### config.mk
export PLATFORM = sky130hd
export DESIGN_NAME = hweval_stim_sig_flat
export DESIGN_NICKNAME = d
export VERILOG_FILES = /design/src/rtl/hweval_stim_sig_pkg.sv /design/src/rtl/hweval_stim_sig_if.sv /design/src/rtl/hweval_stim_sig_lfsr_chan.sv /design/src/rtl/hweval_stim_sig.sv /design/src/flat_wrapper.sv
export SDC_FILE = /design/constraint.sdc
export NUM_CORES = 2
export LEC_CHECK = 0
export CORE_AREA = 2 2 429 431
export DETAILED_ROUTE_END_ITERATION = 6
export DIE_AREA = 0 0 431 433
export SLEW_MARGIN = 5
export SYNTH_ARGS = -nofsm -noshare
export SYNTH_HDL_FRONTEND = slang
export SYNTH_HIERARCHICAL = 1
export SYNTH_SLANG_ARGS = --single-unit
export TNS_END_PERCENT = 20
### constraint.sdc
create_clock -name clk -period 3.5 [get_ports clk]
set_input_delay 0.7 -clock clk [delete_from_list [all_inputs] [get_ports clk]]
set_output_delay 0.7 -clock clk [all_outputs]
set_load 0.05 [all_outputs]
### src/rtl/hweval_stim_sig_pkg.sv
// Shared types and helpers for the hardware-evaluation stimulus/signature core.
package hweval_stim_sig_pkg;

  typedef enum logic [2:0] {
    ST_IDLE  = 3'd0,
    ST_FILL  = 3'd1,
    ST_RUN   = 3'd2,
    ST_DRAIN = 3'd3,
    ST_DONE  = 3'd4
  } hweval_state_e;

  // Galois taps for x^32 + x^22 + x^2 + x + 1
  localparam logic [31:0] LFSR_POLY = 32'h8020_0003;

  // One Galois step: shift right, fold the taps in when the bit shifted out is 1.
  function automatic logic [31:0] lfsr32_step(input logic [31:0] lfsr);
    logic [31:0] nxt;
    nxt = lfsr >> 1;
    if (lfsr[0]) nxt = nxt ^ LFSR_POLY;
    return nxt;
  endfunction

  // Rotate-left-by-one then XOR the result word in, within the low w bits (w <= 32).
  function automatic logic [31:0] misr_step(input logic [31:0] sig,
                                            input logic [31:0] res,
                                            input int unsigned w);
    logic [31:0] mask;
    logic [31:0] rot;
    mask = (w >= 32) ? 32'hFFFF_FFFF : ((32'h1 << w) - 32'h1);
    rot  = ((sig << 1) | ((sig & mask) >> (w - 1))) & mask;
    return rot ^ (res & mask);
  endfunction

endpackage

### src/rtl/hweval_stim_sig_if.sv
// Bus between the eval top and the stimulus/signature core: run control,
// seeds, status, the operand buses toward the DUT and the DUT result back.
interface hweval_stim_sig_if #(
  parameter int N_OPS  = 2,
  parameter int OP_W   = 512,
  parameter int SEED_W = 16,
  parameter int RES_W  = 11,
  parameter int CNT_W  = 16
);
  logic                      start;
  logic [N_OPS*SEED_W-1:0]   seeds;
  logic [CNT_W-1:0]          num_vectors;
  logic [RES_W-1:0]          dut_result;
  logic [N_OPS*OP_W-1:0]     operands;
  logic                      busy;
  logic                      done;
  logic [CNT_W-1:0]          vec_cnt;
  logic [RES_W-1:0]          signature;

  // Eval top side: issues runs, feeds back the DUT result.
  modport master (
    output start, seeds, num_vectors, dut_result,
    input  operands, busy, done, vec_cnt, signature
  );

  // Stimulus core side.
  modport slave (
    input  start, seeds, num_vectors, dut_result,
    output operands, busy, done, vec_cnt, signature
  );
endinterface

### src/rtl/hweval_stim_sig_lfsr_chan.sv
// One operand channel: a 32-bit Galois LFSR feeding a word-wide operand shift register.
module hweval_stim_sig_lfsr_chan
  import hweval_stim_sig_pkg::*;
#(
  parameter int OP_W   = 512,
  parameter int SEED_W = 16
) (
  input  logic              clk,
  input  logic              resetn,
  input  logic              load,
  input  logic              en,
  input  logic [SEED_W-1:0] seed,
  output logic [OP_W-1:0]   operand
);

  logic [31:0]     lfsr_p0;
  logic [OP_W-1:0] operand_p0;
  logic [OP_W-1:0] operand_shift;

  // The newest LFSR word enters at the low end; older words move up.
  generate
    if (OP_W == 32) begin : g_one_word
      assign operand_shift = lfsr_p0;
    end else begin : g_multi_word
      assign operand_shift = {operand_p0[OP_W-33:0], lfsr_p0};
    end
  endgenerate

  // Seed load makes the state {~seed, seed}, which can never be all-zero.
  always_ff @(posedge clk or negedge resetn) begin
    if (!resetn) begin
      lfsr_p0    <= '0;
      operand_p0 <= '0;
    end else if (load) begin
      lfsr_p0    <= {~seed, seed};
    end else if (en) begin
      operand_p0 <= operand_shift;
      lfsr_p0    <= lfsr32_step(lfsr_p0);
    end
  end

  assign operand = operand_p0;

endmodule

### src/rtl/hweval_stim_sig.sv
// Stimulus/signature core: expands seeds into operand buses, runs a fixed number
// of vectors through an external pipelined DUT and compacts results into a MISR.
module hweval_stim_sig
  import hweval_stim_sig_pkg::*;
#(
  parameter int N_OPS   = 2,
  parameter int OP_W    = 512,
  parameter int SEED_W  = 16,
  parameter int RES_W   = 11,
  parameter int DUT_LAT = 1,
  parameter int CNT_W   = 16
) (
  input  logic                clk,
  input  logic                resetn,
  hweval_stim_sig_if.slave    bus
);

  localparam logic [CNT_W-1:0] FILL_LAST  = CNT_W'(OP_W / 32 - 1);
  localparam logic [CNT_W-1:0] DRAIN_LAST = CNT_W'(DUT_LAT - 1);

  hweval_state_e           state_p0, state_nxt;
  logic [CNT_W-1:0]        cnt_p0, cnt_nxt;
  logic [CNT_W-1:0]        nv_p0;
  logic [CNT_W-1:0]        vec_p0;
  logic [RES_W-1:0]        sig_p0;
  logic [DUT_LAT-1:0]      vld_p0, vld_nxt;
  logic                    load, en, inject, absorb;
  logic [N_OPS*OP_W-1:0]   operands_w;

  // Operand channels
  generate
    for (genvar g = 0; g < N_OPS; g++) begin : g_chan
      hweval_stim_sig_lfsr_chan #(
        .OP_W   (OP_W),
        .SEED_W (SEED_W)
      ) u_chan (
        .clk     (clk),
        .resetn  (resetn),
        .load    (load),
        .en      (en),
        .seed    (bus.seeds[g*SEED_W +: SEED_W]),
        .operand (operands_w[g*OP_W +: OP_W])
      );
    end
  endgenerate

  // Next-state, phase counter and per-state strobes.
  always_comb begin
    state_nxt = state_p0;
    cnt_nxt   = cnt_p0;
    load      = 1'b0;
    en        = 1'b0;
    inject    = 1'b0;
    unique case (state_p0)
      ST_IDLE, ST_DONE: begin
        if (bus.start) begin
          load      = 1'b1;
          cnt_nxt   = '0;
          state_nxt = ST_FILL;
        end
      end
      ST_FILL: begin
        en = 1'b1;
        if (cnt_p0 == FILL_LAST) begin
          cnt_nxt   = '0;
          state_nxt = (nv_p0 == '0) ? ST_DRAIN : ST_RUN;
        end else begin
          cnt_nxt = cnt_p0 + CNT_W'(1);
        end
      end
      ST_RUN: begin
        en     = 1'b1;
        inject = 1'b1;
        if ((cnt_p0 + CNT_W'(1)) == nv_p0) begin
          cnt_nxt   = '0;
          state_nxt = ST_DRAIN;
        end else begin
          cnt_nxt = cnt_p0 + CNT_W'(1);
        end
      end
      ST_DRAIN: begin
        if (cnt_p0 == DRAIN_LAST) begin
          cnt_nxt   = '0;
          state_nxt = ST_DONE;
        end else begin
          cnt_nxt = cnt_p0 + CNT_W'(1);
        end
      end
      default: begin
        cnt_nxt   = '0;
        state_nxt = ST_IDLE;
      end
    endcase
  end

  // Valid pipe mirrors the DUT latency; its last stage marks a result to absorb.
  always_comb begin
    vld_nxt    = vld_p0 << 1;
    vld_nxt[0] = inject;
  end

  assign absorb = vld_p0[DUT_LAT-1];

  // Control, valid pipe, vector counter and MISR registers.
  always_ff @(posedge clk or negedge resetn) begin
    if (!resetn) begin
      state_p0 <= ST_IDLE;
      cnt_p0   <= '0;
      nv_p0    <= '0;
      vld_p0   <= '0;
      vec_p0   <= '0;
      sig_p0   <= '0;
    end else begin
      state_p0 <= state_nxt;
      cnt_p0   <= cnt_nxt;
      vld_p0   <= vld_nxt;
      if (load) begin
        nv_p0  <= bus.num_vectors;
        vec_p0 <= '0;
        sig_p0 <= '0;
      end else if (absorb) begin
        vec_p0 <= vec_p0 + CNT_W'(1);
        sig_p0 <= RES_W'(misr_step(32'(sig_p0), 32'(bus.dut_result), RES_W));
      end
    end
  end

  assign bus.operands  = operands_w;
  assign bus.busy      = (state_p0 == ST_FILL) || (state_p0 == ST_RUN) ||
                         (state_p0 == ST_DRAIN);
  assign bus.done      = (state_p0 == ST_DONE);
  assign bus.vec_cnt   = vec_p0;
  assign bus.signature = sig_p0;

endmodule
### src/flat_wrapper.sv
// flat-port wrapper written by rule: the top's interface ports become plain ports
module hweval_stim_sig_flat import hweval_stim_sig_pkg::*;
#(
  parameter int N_OPS   = 2,
  parameter int OP_W    = 512,
  parameter int SEED_W  = 16,
  parameter int RES_W   = 11,
  parameter int DUT_LAT = 1,
  parameter int CNT_W   = 16
)
  (clk, resetn, bus_start, bus_seeds, bus_num_vectors, bus_dut_result, bus_operands, bus_busy, bus_done, bus_vec_cnt, bus_signature);
  hweval_stim_sig_if #(.N_OPS(N_OPS), .OP_W(OP_W), .SEED_W(SEED_W), .RES_W(RES_W), .CNT_W(CNT_W)) bus_i ();
  input  logic clk;
  input  logic resetn;
  input wire logic [$bits(bus_i.start)-1:0] bus_start;
  input wire logic [$bits(bus_i.seeds)-1:0] bus_seeds;
  input wire logic [$bits(bus_i.num_vectors)-1:0] bus_num_vectors;
  input wire logic [$bits(bus_i.dut_result)-1:0] bus_dut_result;
  output wire logic [$bits(bus_i.operands)-1:0] bus_operands;
  output wire logic [$bits(bus_i.busy)-1:0] bus_busy;
  output wire logic [$bits(bus_i.done)-1:0] bus_done;
  output wire logic [$bits(bus_i.vec_cnt)-1:0] bus_vec_cnt;
  output wire logic [$bits(bus_i.signature)-1:0] bus_signature;
  assign bus_i.start = bus_start;
  assign bus_i.seeds = bus_seeds;
  assign bus_i.num_vectors = bus_num_vectors;
  assign bus_i.dut_result = bus_dut_result;
  assign bus_operands = bus_i.operands;
  assign bus_busy = bus_i.busy;
  assign bus_done = bus_i.done;
  assign bus_vec_cnt = bus_i.vec_cnt;
  assign bus_signature = bus_i.signature;
  hweval_stim_sig #(.N_OPS(N_OPS), .OP_W(OP_W), .SEED_W(SEED_W), .RES_W(RES_W), .DUT_LAT(DUT_LAT), .CNT_W(CNT_W)) u_core (.clk(clk), .resetn(resetn), .bus(bus_i));
endmodule
==> flow_summary.yaml <==
clock_network:
  cts_made_buffers: 135
  clk_transition_reported_paths_ns: 0.06
  htreeDepth: 4
  tritoncts: "done"
  cts.sinks: 1151
  clk_path_buf_depth: 3
  post-cts-setup-buffers: 0
  root_buffer: "sky130_fd_sc_hd__clkbuf_16"
  worstSkewPairLatency_ns: 0.78
global_routing:
  vias_in_the_first_global_route: 28350
  pin_count_of_the_biggest_net_entering_global_routing: 102
  gr-usage-all-layers_pct: 16.35
  grt_overflow_total: 0
  antenna_found_initial: 15
  global_route_wire_length_before_repair_um: 221200
yosys:
  yosys-top-cells-count: "sky130_fd_sc_hd__dfrtp_1 (1151), sky130_fd_sc_hd__mux2_2 (862), sky130_fd_sc_hd__mux2_4 (178)"
  async_set_or_reset_flop_fraction_in_the_synthesized_netlist_pct: 100.0
  mappedNetlistArea_sq_um: 45190
  synth_enable_flop_cells: 0
  synth.top_cells.by_area: "sky130_fd_sc_hd__dfrtp_1 (64%), sky130_fd_sc_hd__mux2_2 (21%), sky130_fd_sc_hd__mux2_4 (5.9%)"
  synth.most_common_cell: "sky130_fd_sc_hd__dfrtp_1"
  yosysSeqAreaShare_pct: 63.74
  library_cells_used_by_synthesis: 57
  yosys_register_bits: 1151
  synth_flop_cell: "sky130_fd_sc_hd__dfrtp_1"
  synth_top_area_share_pct: 63.74
  netlist.top_cell.by_area: "sky130_fd_sc_hd__dfrtp_1"
  avgSynthCellArea_sq_um: 16.32
  synth.yosys.warnings: 6
  synthCells: 2768
  synth.net_count: 2833
finish:
  multi_input_gate_area_sq_um: 15320
  final-seq-area_sq_um: 28800
  synthToLayoutAreaGrowth_pct: 41.10
  drive_above_1_share_pct: 33.46
  filler_cell_count: 17692
  final_net_count: 4010
placed_design:
  placement.io_buffers: 1114
  gp_congestion: 0.8837
  place_hpwl_um: 123100
worst_setup_path:
  cpLargestDelayFamily: "buffers and inverters"
  cp_launch_type: "register"
  timing.rr.end: "u_core/cnt_p0[1]$_DFFE_PN0N_"
  crit_top_cell: "sky130_fd_sc_hd__nor2_1"
  reg2reg_from: "u_core/cnt_p0[0]$_DFFE_PN0N_"
  timing_worst_setup_path_type: "register to primary output"
  timing.critical_path.buf_inv: 1
  r2r_setup_slack_ns: 0.54
  critical_path.slowest_cell: "sky130_fd_sc_hd__clkdlybuf4s50_1"
  cp_depth: 3
  timing.critical_path.slowest_cell_delay_ns: 0.89
  crit_end: "bus_busy"
  worst_ep_required_time_ns: 2.80
  worst_r2r_path_depth: 8
  worst-path-max-fanout: 9
  critical_path.endpoint_type: "primary output"
  crit_start: "u_core/state_p0[0]$_DFFE_PN0P_"
  cp.arrival_ns: 2.42
  cp_cell_sequence: "nor2_1 > nor2_1 > clkdlybuf4s50_1"
die:
  dieWidth_um: 431
  start_util_pct: 24.81
  placement_rows: 157
  die_height_um: 433
  dieArea_sq_um: 186600
  fp.coreArea_sq_um: 182100
  pin_count: 1115
routing:
  detailroute.via_count: 27984
  wirelength_um: 157600
  drc: 0
  drt_pre_antenna_iters: 5
  routed_len_inst_um: 24.49
  vias_per_cell: 4.348
  dr.first_iter.drc_count: 1779
  ant_nets: 0
hold_path:
  hold_path.class: "register to register"
  worst_hold_startpoint: "u_core/g_chan[1].u_chan/operand[511]$_DFFE_PN0P_"
sta:
  slew_at_the_pin_closest_to_its_max_slew_limit_ns: 1.049
  max_freq_ghz: 0.3210
  final-hold-violation-count: 0
  fin_setup_tns_ns: 0
  final.min_clock_period_ns: 3.116
  rsz0062_at_grt: "no"
  skew_ns: 0.04103
  slew-limit-headroom_pct: 30.04
  hold-worst-slack_ns: 0.5059
  timing.final.max_slew_violations: 0
  setup_viol: 0
  fin_crit_sh_pct: 89.02
outcome:
  run_status: "finished clean"
job:
  maxCapViolCount: 0
[metal layers]
layer  global-route usage (%)  share of wire, %  vias up
met1                    21.30                43    14749
met4                    5.827               3.1        0
met3                    4.374               5.9      201
met5                        0                 0        -
li1                         -                 -    12287
met2                    26.07                48      747
[worst min-delay path by stage]
stage / to / slack [ns] / depth (start not counted)
after floorplan: u_core/absorb$_DFF_PN0_ / 0.40 / 0
after global placement: u_core/g_chan[1].u_chan/operand[493]$_DFFE_PN0P_ / 0.49 / 1
after detailed placement: u_core/g_chan[1].u_chan/operand[484]$_DFFE_PN0P_ / 0.49 / 1
after CTS: u_core/nv_p0[2]$_DFFE_PN0P_ / 0.43 / 2
after global routing: u_core/nv_p0[10]$_DFFE_PN0P_ / 0.47 / 2
final: u_core/g_chan[1].u_chan/operand[511]$_DFFE_PN0P_ / 0.51 / 1
[registers in the layout, summed over array words and instances, names as in the netlist]
name,flops
u_core/nv_p0,16
u_core/bus.signature,11
u_core/bus.vec_cnt,16
u_core/cnt_p0,16
u_core/state_p0,3
u_core/absorb,1
u_core/g_chan.u_chan/lfsr_p0,64
u_core/g_chan.u_chan/operand,1024
[metrics by stage]
| step | area [sq um] | worst slack (ns) | util (%) | cells |
|---|---|---|---|---|
| 6_report | 63760 | 0.3843 | 35.01 | 6436 |
| 2_1_floorplan | 45190 | 0.6084 | - | 2768 |
| 3_5_place_dp | 59310 | 0.5452 | 32.57 | 6192 |
| 4_1_cts | 63730 | 0.04167 | 35.00 | 6426 |
| 5_1_grt | 63750 | 0.1969 | 35.01 | 6432 |
| 3_3_place_gp | 59310 | 0.5912 | 32.57 | 6192 |
[cell type report]
cell class / instances / share of cell area [%]
Tap cell: 2385 / 4.680
Clock inverter: 32 / 0.6456
Timing Repair Buffer: 1197 / 19.11
Clock buffer: 201 / 6.276
Antenna cell: 10 / 0.03925
Multi-Input combinational cell: 1451 / 24.03
Sequential cell: 1151 / 45.17
Inverter: 9 / 0.05298
[logic make-up (layout without fill, tap and decap cells)]
kind of cell | Yosys count | after routing | share of synthesized area, %
muxes | 1103 | 1103 | 28.79
AOI/OAI and AO/OA | 123 | 123 | 1.924
adders and majority gates | 3 | 3 | 0.08308
other | 0 | 10 | 0
buffers and inverters | 166 | 1439 | 2.414
and+or+nand+nor | 166 | 166 | 1.944
xor gates and xnor gates | 56 | 56 | 1.102
DFF | 1151 | 1151 | 63.74
[layout by cell type, fill, tap and decap left out, types with 9 or more instances in the layout]
master	n
sky130_fd_sc_hd__nand2_1	46
sky130_fd_sc_hd__a211oi_1	13
sky130_fd_sc_hd__nor2_1	33
sky130_fd_sc_hd__mux2i_1	63
sky130_fd_sc_hd__xor2_1	22
sky130_fd_sc_hd__buf_12	33
sky130_fd_sc_hd__clkbuf_16	139
sky130_fd_sc_hd__clkbuf_1	33
sky130_fd_sc_hd__nand4_1	12
sky130_fd_sc_hd__nand3_1	16
sky130_fd_sc_hd__clkbuf_8	29
sky130_fd_sc_hd__diode_2	10
sky130_fd_sc_hd__a21boi_0	28
sky130_fd_sc_hd__mux2_2	862
sky130_fd_sc_hd__xnor2_1	33
sky130_fd_sc_hd__clkinv_2	13
sky130_fd_sc_hd__o21ai_0	41
sky130_fd_sc_hd__dfrtp_1	1151
sky130_fd_sc_hd__mux2_4	178
sky130_fd_sc_hd__clkdlybuf4s50_1	1109
sky130_fd_sc_hd__buf_4	53
sky130_fd_sc_hd__a21oi_1	10
sky130_fd_sc_hd__inv_1	9
[repair_timing]
item,CTS,global route
setup endpoints to repair,0,1
hold buffers,1,0
resized for setup,0,1
hold endpoints to repair,66,0
Power is left out: the tool's default activity adds up to more than one toggle a clock period on the data nets, which glitch-free logic cannot reach.
